### src/rtl/dsa_job_sched.sv
// Round-robin job intake from two requesters into a small FIFO, then one-at-a-time dispatch to the scaling core.
// Push-to-start latency 3 cycles, done-to-report 1 cycle; a requester is held off (ready low) while the FIFO is full.
module dsa_job_sched #(
    parameter int AW         = 12,
    parameter int FIFO_DEPTH = 4,
    parameter int TO_W       = 24
) (
    input  logic                          clk_50,
    input  logic                          rst,
    input  logic                          req0_valid,
    output logic                          req0_ready,
    input  logic [15:0]                   req0_w,
    input  logic [15:0]                   req0_h,
    input  logic [15:0]                   req0_scale,
    input  logic                          req1_valid,
    output logic                          req1_ready,
    input  logic [15:0]                   req1_w,
    input  logic [15:0]                   req1_h,
    input  logic [15:0]                   req1_scale,
    output logic                          core_start,
    input  logic                          core_done,
    output logic [15:0]                   cfg_in_w,
    output logic [15:0]                   cfg_in_h,
    output logic [15:0]                   cfg_scale_q88,
    output logic                          cmp_valid,
    output logic                          cmp_src,
    output logic [1:0]                    cmp_err,
    output logic                          sched_busy,
    output logic [$clog2(FIFO_DEPTH):0]   fifo_level,
    output logic [15:0]                   jobs_ok
);

    localparam int PW = $clog2(FIFO_DEPTH);
    localparam int LW = PW + 1;
    localparam logic [31:0] MAX_PIX = 32'(1) << AW;

    typedef enum logic [2:0] {S_IDLE, S_LOAD, S_START, S_WAIT, S_REPORT} state_t;

    typedef struct packed {
        logic        src;
        logic [15:0] w;
        logic [15:0] h;
        logic [15:0] scale;
    } job_t;

    state_t            state_q, state_d;
    job_t              fifo_mem_q [FIFO_DEPTH];
    job_t              fifo_mem_d [FIFO_DEPTH];
    logic [PW-1:0]     wr_ptr_q, wr_ptr_d, rd_ptr_q, rd_ptr_d;
    logic [LW-1:0]     level_q, level_d;
    logic              last_grant_q, last_grant_d;
    job_t              job_q, job_d;
    logic              src_q, src_d;
    logic [15:0]       cfg_w_q, cfg_w_d, cfg_h_q, cfg_h_d, cfg_s_q, cfg_s_d;
    logic [TO_W-1:0]   to_cnt_q, to_cnt_d;
    logic              core_start_q, core_start_d;
    logic              cmp_valid_q, cmp_valid_d;
    logic              cmp_src_q, cmp_src_d;
    logic [1:0]        cmp_err_q, cmp_err_d;
    logic              busy_q, busy_d;
    logic [15:0]       jobs_ok_q, jobs_ok_d;

    logic              full, empty, elig0, elig1, gnt0, gnt1, push, pop, job_valid;
    logic [31:0]       area;
    job_t              push_job;

    assign full  = (level_q == LW'(FIFO_DEPTH));
    assign empty = (level_q == '0);
    assign elig0 = req0_valid & ~full;
    assign elig1 = req1_valid & ~full;
    // On a tie the requester that was not granted last wins.
    assign gnt0  = elig0 & (~elig1 | last_grant_q);
    assign gnt1  = elig1 & (~elig0 | ~last_grant_q);
    assign push  = gnt0 | gnt1;
    assign pop   = (state_q == S_IDLE) & ~empty;
    assign push_job = gnt0 ? job_t'{1'b0, req0_w, req0_h, req0_scale}
                           : job_t'{1'b1, req1_w, req1_h, req1_scale};

    assign area      = 32'(job_q.w) * 32'(job_q.h);
    assign job_valid = (job_q.w >= 16'd2) && (job_q.h >= 16'd2) && (area <= MAX_PIX) &&
                       (job_q.scale != 16'd0) && (job_q.scale <= 16'h0100);

    always_comb begin
        state_d      = state_q;
        fifo_mem_d   = fifo_mem_q;
        wr_ptr_d     = wr_ptr_q;
        rd_ptr_d     = rd_ptr_q;
        last_grant_d = last_grant_q;
        job_d        = job_q;
        src_d        = src_q;
        cfg_w_d      = cfg_w_q;
        cfg_h_d      = cfg_h_q;
        cfg_s_d      = cfg_s_q;
        to_cnt_d     = to_cnt_q;
        jobs_ok_d    = jobs_ok_q;
        core_start_d = 1'b0;
        cmp_valid_d  = 1'b0;
        cmp_src_d    = 1'b0;
        cmp_err_d    = 2'b00;

        if (push) begin
            fifo_mem_d[wr_ptr_q] = push_job;
            wr_ptr_d             = wr_ptr_q + 1'b1;
            last_grant_d         = gnt1;
        end
        if (pop) begin
            job_d    = fifo_mem_q[rd_ptr_q];
            rd_ptr_d = rd_ptr_q + 1'b1;
        end
        level_d = level_q + LW'(push) - LW'(pop);

        case (state_q)
            S_IDLE: begin
                if (!empty) state_d = S_LOAD;
            end
            S_LOAD: begin
                cfg_w_d = job_q.w;
                cfg_h_d = job_q.h;
                cfg_s_d = job_q.scale;
                src_d   = job_q.src;
                if (job_valid) begin
                    state_d      = S_START;
                    core_start_d = 1'b1;
                end else begin
                    state_d     = S_REPORT;
                    cmp_valid_d = 1'b1;
                    cmp_src_d   = job_q.src;
                    cmp_err_d   = 2'b01;
                end
            end
            S_START: begin
                to_cnt_d = '0;
                state_d  = S_WAIT;
            end
            S_WAIT: begin
                to_cnt_d = to_cnt_q + 1'b1;
                // Terminal count is judged on the incremented value so the
                // report lands exactly 2^TO_W cycles after the start pulse.
                if (core_done) begin
                    state_d     = S_REPORT;
                    cmp_valid_d = 1'b1;
                    cmp_src_d   = src_q;
                    cmp_err_d   = 2'b00;
                end else if (&to_cnt_d) begin
                    state_d     = S_REPORT;
                    cmp_valid_d = 1'b1;
                    cmp_src_d   = src_q;
                    cmp_err_d   = 2'b10;
                end
            end
            S_REPORT: begin
                if (cmp_err_q == 2'b00) jobs_ok_d = jobs_ok_q + 16'd1;
                state_d = S_IDLE;
            end
            default: state_d = S_IDLE;
        endcase

        busy_d = (state_d != S_IDLE);
    end

    always_ff @(posedge clk_50 or posedge rst) begin
        if (rst) begin
            state_q      <= S_IDLE;
            for (int i = 0; i < FIFO_DEPTH; i++) fifo_mem_q[i] <= '0;
            wr_ptr_q     <= '0;
            rd_ptr_q     <= '0;
            level_q      <= '0;
            last_grant_q <= 1'b1;
            job_q        <= '0;
            src_q        <= 1'b0;
            cfg_w_q      <= '0;
            cfg_h_q      <= '0;
            cfg_s_q      <= '0;
            to_cnt_q     <= '0;
            core_start_q <= 1'b0;
            cmp_valid_q  <= 1'b0;
            cmp_src_q    <= 1'b0;
            cmp_err_q    <= 2'b00;
            busy_q       <= 1'b0;
            jobs_ok_q    <= '0;
        end else begin
            state_q      <= state_d;
            fifo_mem_q   <= fifo_mem_d;
            wr_ptr_q     <= wr_ptr_d;
            rd_ptr_q     <= rd_ptr_d;
            level_q      <= level_d;
            last_grant_q <= last_grant_d;
            job_q        <= job_d;
            src_q        <= src_d;
            cfg_w_q      <= cfg_w_d;
            cfg_h_q      <= cfg_h_d;
            cfg_s_q      <= cfg_s_d;
            to_cnt_q     <= to_cnt_d;
            core_start_q <= core_start_d;
            cmp_valid_q  <= cmp_valid_d;
            cmp_src_q    <= cmp_src_d;
            cmp_err_q    <= cmp_err_d;
            busy_q       <= busy_d;
            jobs_ok_q    <= jobs_ok_d;
        end
    end

    assign req0_ready    = gnt0;
    assign req1_ready    = gnt1;
    assign core_start    = core_start_q;
    assign cfg_in_w      = cfg_w_q;
    assign cfg_in_h      = cfg_h_q;
    assign cfg_scale_q88 = cfg_s_q;
    assign cmp_valid     = cmp_valid_q;
    assign cmp_src       = cmp_src_q;
    assign cmp_err       = cmp_err_q;
    assign sched_busy    = busy_q;
    assign fifo_level    = level_q;
    assign jobs_ok       = jobs_ok_q;

endmodule
### config.mk
export PLATFORM = sky130hd
export DESIGN_NAME = dsa_job_sched
export DESIGN_NICKNAME = d
export VERILOG_FILES = /design/src/rtl/dsa_job_sched.sv
export SDC_FILE = /design/constraint.sdc
export NUM_CORES = 1
export LEC_CHECK = 0
export CORE_ASPECT_RATIO = 1.5
export CORE_MARGIN = 2
export CORE_UTILIZATION = 54
export DETAILED_ROUTE_END_ITERATION = 7
export GPL_ROUTABILITY_DRIVEN = 0
export PLACE_DENSITY = 0.83
export SYNTH_ARGS = -nofsm -noshare
export SYNTH_HDL_FRONTEND = slang
export SYNTH_SLANG_ARGS = --single-unit
export TNS_END_PERCENT = 1
### constraint.sdc
create_clock -name clk_50 -period 12.75 [get_ports clk_50]
set_input_delay 1.275 -clock clk_50 [delete_from_list [all_inputs] [get_ports clk_50]]
set_output_delay 1.275 -clock clk_50 [all_outputs]
set_load 0.01 [all_outputs]
==> results.ini, run 1 <==
[outcome]
status = complete, no violations

[sta]
period_share = 0.5785
hold_viol_final = 0
fmax_ghz = 0.1356
setup_tns_ns = 0
rsz0062_at_grt = false
fin_crit_ns = 7.375
setup_viol = 0
slew_violations = 0
slew_headroom = 0.2537
worst_pin_slew_ns = 1.116
fin_skew_ns = 0.03787

[drt]
drtIter0Drc = 1509
vias = 18410
drc = 0
drtAntennaViolNets = 0
detail_route.first_pass.iterations = 5
wl_per_cell_microns = 19.18
finalWirelength_microns = 59910
vias_per_cell = 5.894

[setup_path]
critPathKind = reg -> reg
arrival_ns = 7.84
worst-path-max-fanout = 19
required_ns = 13.22
worst_setup_path_start_kind = flip-flop
crit_path_end_kind = flip-flop

[global_routing]
track_usage = 0.2638
antenna_found_initial = 0
grt_util_met3 = 0.02792
busiest_layer = met2
overflow = 0
grt_pass1_vias = 19600
grt_max_degree = 115
grt_pass1_wl_microns = 98740
grt_util_met2 = 0.4598
use_met1 = 0.3183

[layout]
regArea_sq_um = 8787
areaGrowthSynthToFinish_pct = 13.35
post-route-util = 0.6209
final_cell_area_sq_um = 27240
n_fill_cell = 3260
diodes = 0
drive_gt1_frac = 0.07735
stdcell_count = 3123
multiInputGateArea_sq_um = 13790
fin_nets = 2931

[clock_network]
htree_levels = 1
path_clk_slew_ns = 0.07
cts_buffers = 31
tritoncts = yes
cts_setup_buffers = 0
clk_path_buf_depth = 3
cts_resized = 0
clk_latency_ns = 0.61
clock_sinks = 351
hold_buffers = 0
clockRootBuffer = clkbuf_16

[yosys]
synth-compound-area-share = 0.09174
async_reset_ff_frac = 1.000
ys_seq_elements = 351
syn_inst = 2457
synth_mux_area_frac = 0.09137
synthesis.area_sq_um = 24030
synth_ff_type = dfrtp_1
yosys_warnings = 0
synthSimpleGateAreaFrac = 0.1539
synthDistinctLibCells = 76
synthAdderAreaFrac = 0.2213
syn_area_per_cell_sq_um = 9.781
synth_edf_count = 0
synth_xor_area_frac = 0.01385
synth_top_family_by_area = adder cells
synth.net_count = 2866
ys_seq_area_frac = 0.3655

[placed_design]
placed_area_sq_um = 26060
dp_hpwl_microns = 42430
io_buffers = 175
dp.cells = 3065

[floorplanning]
die_area_sq_um = 46240
initial_utilization = 0.5478
io_pins = 176
dieHeight_microns = 262.4
rows = 94
core-area_sq_um = 43870
fp.dieW_microns = 176.2

[worst_hold_path]
hp-class = reg -> reg

[run]
max_cap_viol_count = 0

## layer usage
layer | part of all wire | vias up
li1 | - | 8167
met1 | 0.37 | 9185
met2 | 0.52 | 835
met3 | 0.055 | 219
met4 | 0.059 | 0
met5 | 0 | -
## state kept, by name (all words and copies together), names as in the netlist, 3 cells and up
signal,count
fifo_mem_q,196
job_q,49
to_cnt_q,24
cfg_in_h,16
cfg_in_w,16
cfg_scale_q88,16
jobs_ok,16
fifo_level,3
state_q,3
## cell usage after synthesis (all sizes together), types with 4 or more instances
library cell    n  share of area
ha            113          0.059
nand2b          8         0.0021
o21bai          4         0.0012
or3             6         0.0016
inv           241          0.038
fa            195           0.16
nand3          23         0.0050
o22ai           4         0.0010
xor2           10         0.0036
nor3           14         0.0029
nand4          20         0.0052
and2           99          0.026
mux4           49          0.046
and4            5         0.0018
and3           12         0.0031
mux2           54          0.025
a21o            8         0.0025
dfrtp         350           0.36
nor2b           5         0.0013
o21ai         232          0.048
o41ai           4         0.0015
o211ai          4         0.0012
a21oi          42         0.0089
a211oi          5         0.0020
clkbuf        138          0.022
a31oi           6         0.0016
a2111oi         4         0.0025
nor4           15         0.0039
o2111ai         4         0.0015
a221oi          5         0.0028
xnor2          28          0.010
o21a            8         0.0025
nor2           36         0.0057
nand2         589          0.092
mux2i          48          0.020
buf            18         0.0031
o31ai          15         0.0047
## cells by family after synthesis
| family | Yosys count |
|---|---|
| compound gates | 370 |
| flops | 351 |
| buf+inv | 397 |
| mux | 151 |
| simple gates | 842 |
| xor+xnor | 38 |
| fa+ha+maj | 308 |
## final cells by class
type / count / share of cell area
Multi-Input combinational cell: 1709 / 0.5061
Sequential cell: 351 / 0.3226
Timing Repair Buffer: 188 / 0.06789
Inverter: 241 / 0.03348
Clock buffer: 41 / 0.03133
Tap cell: 576 / 0.02646
Clock inverter: 17 / 0.01217
## worst paths after layout
kind                                                end  slack [ns]  cells after the start                  startpoint
setup reg to reg                    cmp_valid$_DFF_PP0_        5.37                     20       job_q[37]$_DFFE_PP0P_
max in group asynchronous    fifo_mem_q[26]$_DFFE_PP0P_        9.10                      4                         rst
hold reg to reg              fifo_mem_q[31]$_DFFE_PP0P_        0.48                      2  fifo_mem_q[31]$_DFFE_PP0P_
hold / removal               fifo_mem_q[31]$_DFFE_PP0P_        0.48                      2  fifo_mem_q[31]$_DFFE_PP0P_
setup / recovery                    cmp_valid$_DFF_PP0_        5.37                     20       job_q[37]$_DFFE_PP0P_
min in group asynchronous  cfg_scale_q88[3]$_DFFE_PP0N_        1.26                      2                         rst
## stage by stage
stage	setup WS (ns)	hold WS, ns
4_1_cts	5.536	0.4792
3_3_place_gp	5.769	0.4560
6_report	5.375	0.4753
2_1_floorplan	1.741	0.4446
3_5_place_dp	5.568	0.4624
5_1_grt	5.085	0.4963
## critical path, stage by stage, from the launching register on
cell and delay, ns:
dfrtp_1 0.81, nand2_1 0.18, fa_1 0.53, fa_1 0.54, inv_1 0.05, fa_1 0.41
fa_1 0.55, inv_1 0.05, fa_1 0.46, fa_1 0.54, inv_1 0.05, ha_1 0.39
nand2_1 0.09, o21ai_0 0.35, a21bo_2 0.24, nor2_2 0.05, o21ai_1 0.45, mux2_4 0.35
o311a_1 0.28, or4_1 0.63, a21bo_1 0.25
## layout by cell type, fill, tap and decap left out, types with 49 or more instances in the layout
cell type	instances
and2_1	98
clkdlybuf4s50_1	175
dfrtp_1	348
fa_1	195
ha_1	113
inv_1	240
mux2_2	53
mux4_2	49
nand2_1	584
o21ai_0	224
Power of run 1 is not shown: default switching activity piles up to over one toggle a cycle in this logic, so the estimate is an artifact.
==> run 2, diff against run 1 <==
--- a/config.mk
+++ b/config.mk
@@ -10,7 +10,7 @@
 export CORE_UTILIZATION = 54
 export DETAILED_ROUTE_END_ITERATION = 7
 export GPL_ROUTABILITY_DRIVEN = 0
-export PLACE_DENSITY = 0.83
+export PLACE_DENSITY = 0.86
 export SYNTH_ARGS = -nofsm -noshare
 export SYNTH_HDL_FRONTEND = slang
 export SYNTH_SLANG_ARGS = --single-unit
==> constraint.sdc (replaced) <==
create_clock -name clk_50 -period 6.7 [get_ports clk_50]
set_input_delay 0.67 -clock clk_50 [delete_from_list [all_inputs] [get_ports clk_50]]
set_output_delay 0.67 -clock clk_50 [all_outputs]
set_load 0.01 [all_outputs]
==> run 2 against run 1 <==
  * The run now ends with setup timing left
  * Utilization up 2.2 points
  * Die area unchanged
  * Sequential cell count unchanged
  * Hold slack better by 0.0026 ns
  * Setup slack worse by 5.4 ns
  * Clock skew up 0.0029 ns
  * Global-route usage up 1.3 points
  * Design area up 3.6%
  * Via count up 7.5%
  * Sequential share of layout area down 1.0 points
  * Routed wire length up 15%
  * Count of clock-buffer cells in the layout up 2
  * Highest routed layer is now met5
==> results.ini, run 2 (synthesized netlist as in run 1, its figures left out) <==
[drt]
wl_per_cell_microns = 21.28
wl_met2_microns = 34870
wl_met1_microns = 22630
finalWirelength_microns = 68700
drtAntennaViolNets = 0
drc = 0
vias = 19790
wl_met3_microns = 5391
drtIter0Drc = 2131
vias_per_cell = 6.129
detail_route.first_pass.iterations = 8
highest_layer = met5

[setup_path]
required_ns = 7.19
worst_setup_path_start_kind = flip-flop
crit_path_end_kind = flip-flop
critPathKind = reg -> reg
worst-path-max-fanout = 6
arrival_ns = 7.22

[outcome]
status = finished with violations
violations = setup timing

[clock_network]
cts_buffers = 31
clock_sinks = 351
htree_levels = 1
path_clk_slew_ns = 0.07
clk_path_buf_depth = 3
tritoncts = yes
clk_latency_ns = 0.62
hold_buffers = 0
clockRootBuffer = clkbuf_16

[layout]
reg_top3 = fifo_mem_q (196), job_q (49), to_cnt_q (24)
fin_nets = 3037
layout_common_cells = nand2_1 (582), dfrtp_1 (321), inv_1 (240)
regArea_sq_um = 8821
drive_gt1_frac = 0.1406
multiInputGateArea_sq_um = 14000
final_common_cell = nand2_1
largest_reg_flops = 196
n_fill_cell = 2977
post-route-util = 0.6433
areaGrowthSynthToFinish_pct = 17.44
top_register = fifo_mem_q
diodes = 0

[sta]
fmax_ghz = 0.1486
slew_violations = 0
hold_viol_final = 0
hold_slack_ns = 0.4779
slew_headroom = 0.2385
fin_skew_ns = 0.04081
period_share = 1.005
setup_tns_ns = -0.06607
fin_crit_ns = 6.731
setup_viol = 3
setup_ws_ns = -0.03065
worst_pin_slew_ns = 1.142

[worst_hold_path]
hp-class = reg -> reg

[placed_design]
io_buffers = 175
place_ws_ns = -0.1077
dp_hpwl_microns = 45620

[floorplanning]
core-area_sq_um = 43870
die_area_sq_um = 46240
rows = 94
io_pins = 176
dieHeight_microns = 262.4
fp.dieW_microns = 176.2
initial_utilization = 0.5478

[global_routing]
grt_max_degree = 187
overflow = 0
grt_pass1_vias = 20320
track_usage = 0.2769
grt_pass1_wl_microns = 102800
antenna_found_initial = 2

[run]
max_cap_viol_count = 0

==> run 2: what timing repair did <==
item                       in CTS  in global routing
pin swaps                       0                 29
setup buffers                   0                 29
setup endpoints to repair       5                  6
gates resized for setup        10                 85
==> run 2: final timing paths <==
path	start	to	slack (ns)	depth (start not counted)
setup reg to reg	job_q[22]$_DFFE_PP0P_	state_q[2]$_DFF_PP0_	-0.03	23
min in group asynchronous	rst	fifo_mem_q[142]$_DFFE_PP0P_	0.51	2
setup / recovery	job_q[22]$_DFFE_PP0P_	state_q[2]$_DFF_PP0_	-0.03	23
hold reg to reg	cfg_in_h[0]$_DFFE_PP0N_	cfg_in_h[0]$_DFFE_PP0N_	0.48	2
max in group asynchronous	rst	job_q[24]$_DFFE_PP0P_	4.68	3
hold / removal	cfg_in_h[0]$_DFFE_PP0N_	cfg_in_h[0]$_DFFE_PP0N_	0.48	2
==> run 2: final cells by class <==
class,instances,area share
clock buffer,43,0.03192
clock inverter,14,0.005010
inverter,241,0.03219
multi-input combinational,1709,0.4961
sequential,351,0.3126
tap,576,0.02554
timing repair buffer,294,0.09665
==> run 2: worst max-delay path, cell delays in order, from the launching register on <==
cell      delay [ns]
dfrtp_2         0.40
buf_4           0.17
buf_4           0.14
nand2_1         0.22
fa_1            0.50
fa_1            0.57
inv_1           0.06
fa_1            0.42
fa_1            0.54
inv_1           0.05
fa_1            0.47
fa_1            0.55
inv_1           0.07
ha_4            0.28
buf_4           0.13
nand2_1         0.11
o21ai_2         0.17
nand2b_1        0.12
a31oi_1         0.21
mux2_2          0.36
o21ba_2         0.23
nand4_1         0.10
or4_4           0.56
a21bo_1         0.21
==> run 2: metrics by stage <==
stage	area, sq um	instances
floorplan	24040	2457
global placement	26640	3142
detailed placement	26640	3142
CTS	27700	3199
global route	28220	3228
finish	28220	3228
==> run 2: per-layer routing <==
layer | GRT usage | up-vias
li1 | - | 8367
met1 | 0.3092 | 9706
met2 | 0.4864 | 1247
met3 | 0.04022 | 464
met4 | 0.1858 | 2
met5 | 0 | -
Power of run 2 is left out for the same reason.
==> run 3, diff against run 2 <==
--- a/config.mk
+++ b/config.mk
@@ -10,7 +10,7 @@
 export CORE_UTILIZATION = 54
 export DETAILED_ROUTE_END_ITERATION = 7
 export GPL_ROUTABILITY_DRIVEN = 0
-export PLACE_DENSITY = 0.86
+export PLACE_DENSITY = 0.83
 export SYNTH_ARGS = -nofsm -noshare
 export SYNTH_HDL_FRONTEND = slang
 export SYNTH_SLANG_ARGS = --single-unit
==> constraint.sdc (replaced) <==
create_clock -name clk_50 -period 7.48 [get_ports clk_50]
set_input_delay 0.748 -clock clk_50 [delete_from_list [all_inputs] [get_ports clk_50]]
set_output_delay 0.748 -clock clk_50 [all_outputs]
set_load 0.01 [all_outputs]
==> run 3 against run 2 <==
  * Sequential cell count unchanged
  * Via count fell by 6.6%
  * Die area is the same
  * Critical endpoint is now cmp_valid$_DFF_PP0_
  * Hold slack got worse by 0.0039 ns
  * Fmax shrank 6.8%
  * Largest cell class unchanged
  * The run now ends clean
  * Final cell count fell by 3.1%
==> results.ini, run 3 (synthesized netlist as in run 1, its figures left out) <==
[setup_path]
worst-path-max-fanout = 19
reg2reg_depth = 19
reg2reg_slack_ns = 0.26
worst_setup_path_start_kind = flip-flop
r2r-end = cmp_valid$_DFF_PP0_
crit_path_end_kind = flip-flop
r2r-start = job_q[42]$_DFFE_PP0P_
cp_common_cell = fa_1
arrival_ns = 7.69
critPathSlowestCell = dfrtp_1
path_cells = nand2_1 > fa_1 > fa_1 > inv_1 > fa_1 > fa_1 > fa_1 > inv_1 > fa_1 > inv_1 > ha_1 > nand2_1 > nor2_1 > nand3_1 > o21ai_1 > mux2_4 > o311a_1 > or4_1 > a21bo_1
required_ns = 7.95
critPathKind = reg -> reg
critical-path-max-stage-delay_ns = 0.89

[sta]
worst_pin_slew_ns = 1.153
hold_viol_final = 0
slew_violations = 0
rsz0062_at_grt = false
fin_skew_ns = 0.01589
setup_tns_ns = 0
slew_headroom = 0.2298
period_share = 0.9658
setup_viol = 0
fmax_ghz = 0.1384
fin_crit_ns = 7.224

[layout]
top_register = fifo_mem_q
final_cell_area_sq_um = 27130
fin_nets = 2941
final_common_cell = nand2_1
n_fill_cell = 3287
largest_reg_flops = 196
reg_top3 = fifo_mem_q (196), job_q (49), to_cnt_q (24)
drive_gt1_frac = 0.08111
diodes = 0
layout_common_cells = nand2_1 (584), dfrtp_1 (341), inv_1 (240)
areaGrowthSynthToFinish_pct = 12.91
stdcell_count = 3128

[worst_hold_path]
min_path_cells = 2
hp-class = reg -> reg
holdPathEnd = cfg_scale_q88[2]$_DFFE_PP0N_
min-delay-start = cfg_scale_q88[2]$_DFFE_PP0N_

[floorplanning]
rows = 94
fp.dieW_microns = 176.2
io_pins = 176
initial_utilization = 0.5478
die_area_sq_um = 46240
dieHeight_microns = 262.4
core-area_sq_um = 43870

[drt]
vias = 18480
drtAntennaViolNets = 0
vias_per_cell = 5.909
detail_route.first_pass.iterations = 6
drc = 0
wl_per_cell_microns = 19.16
finalWirelength_microns = 59950
drtIter0Drc = 1574

[placed_design]
placed_area_sq_um = 26140
dp_hpwl_microns = 43300
dp.cells = 3075
io_buffers = 175

[clock_network]
clk_path_buf_depth = 3
clk_latency_ns = 0.58
htree_levels = 1
tritoncts = yes
clock_sinks = 351
clockRootBuffer = clkbuf_16
cts_buffers = 31
path_clk_slew_ns = 0.08
cts_resized = 0
hold_buffers = 0
cts_setup_buffers = 0

[global_routing]
grt_max_degree = 212
track_usage = 0.2645
grt_pass1_wl_microns = 99080
overflow = 0
antenna_found_initial = 0
grt_pass1_vias = 19990

[outcome]
status = complete, no violations

[run]
max_cap_viol_count = 0

-- run 3: changes by cell type in the layout (fill, tap and decap cells not counted), moves of 4 or more --
cell,before,now
a21oi_2,11,1
o21ai_0,220,224
dfrtp_1,321,341
ha_2,6,0
dfrtp_2,29,9
a21oi_1,29,41
ha_4,5,0
clkinvlp_4,5,1
clkbuf_1,4,8
o21ai_2,5,0
ha_1,102,113
buf_6,8,0
buf_4,104,22
-- run 3: worst max-delay path by stage --
stage / from / end / slack [ns] / cells past startpoint
floorplan: job_q[37]$_DFFE_PP0P_ / cmp_valid$_DFF_PP0_ / 0.73 / 26
global placement: job_q[42]$_DFFE_PP0P_ / cmp_valid$_DFF_PP0_ / 0.51 / 19
detailed placement: job_q[37]$_DFFE_PP0P_ / cmp_valid$_DFF_PP0_ / 0.29 / 20
CTS: job_q[37]$_DFFE_PP0P_ / cmp_valid$_DFF_PP0_ / 0.28 / 20
global route: job_q[43]$_DFFE_PP0P_ / cmp_valid$_DFF_PP0_ / 0.003 / 21
finish: job_q[42]$_DFFE_PP0P_ / cmp_valid$_DFF_PP0_ / 0.26 / 19
-- run 3: metal layers --
| metal | share of wire | vias to the layer above | global-route usage |
|---|---|---|---|
| met2 | 0.53 | 837 | 0.4712 |
| met5 | 0 | - | 0 |
| li1 | - | 8176 | - |
| met1 | 0.35 | 9220 | 0.3128 |
| met4 | 0.055 | 0 | 0.1365 |
| met3 | 0.062 | 250 | 0.03067 |
-- run 3: cell type report --
cell class	instances	area, sq um	share of cell area
clock buffers	49	943.4	0.03477
clock inverters	4	42.54	0.001568
inverters	241	908.4	0.03348
multi-input cells	1709	13790	0.5081
flip-flops and latches	351	8796	0.3242
well taps	576	720.7	0.02656
repair buffers	198	1937	0.07138
-- run 3: worst max-delay path, delay by kind of cell, from the launching register on --
kind / cells / cell delay, ns
compound gates: 3 / 0.93
simple gates: 5 / 1.17
mux: 1 / 0.34
buf+inv: 3 / 0.16
fa+ha+maj: 7 / 3.62
flops: 1 / 0.89
-- run 3: metrics by stage --
step	hold WS, ns	setup WS (ns)	utilization
after floorplan	0.4446	0.7325	-
after global placement	0.4554	0.5108	0.5958
after detailed placement	0.4643	0.2874	0.5958
after CTS	0.4805	0.2808	0.6183
after global routing	0.5044	0.003193	0.6185
final	0.4740	0.2561	0.6185
Power of run 3 is left out for the same reason.
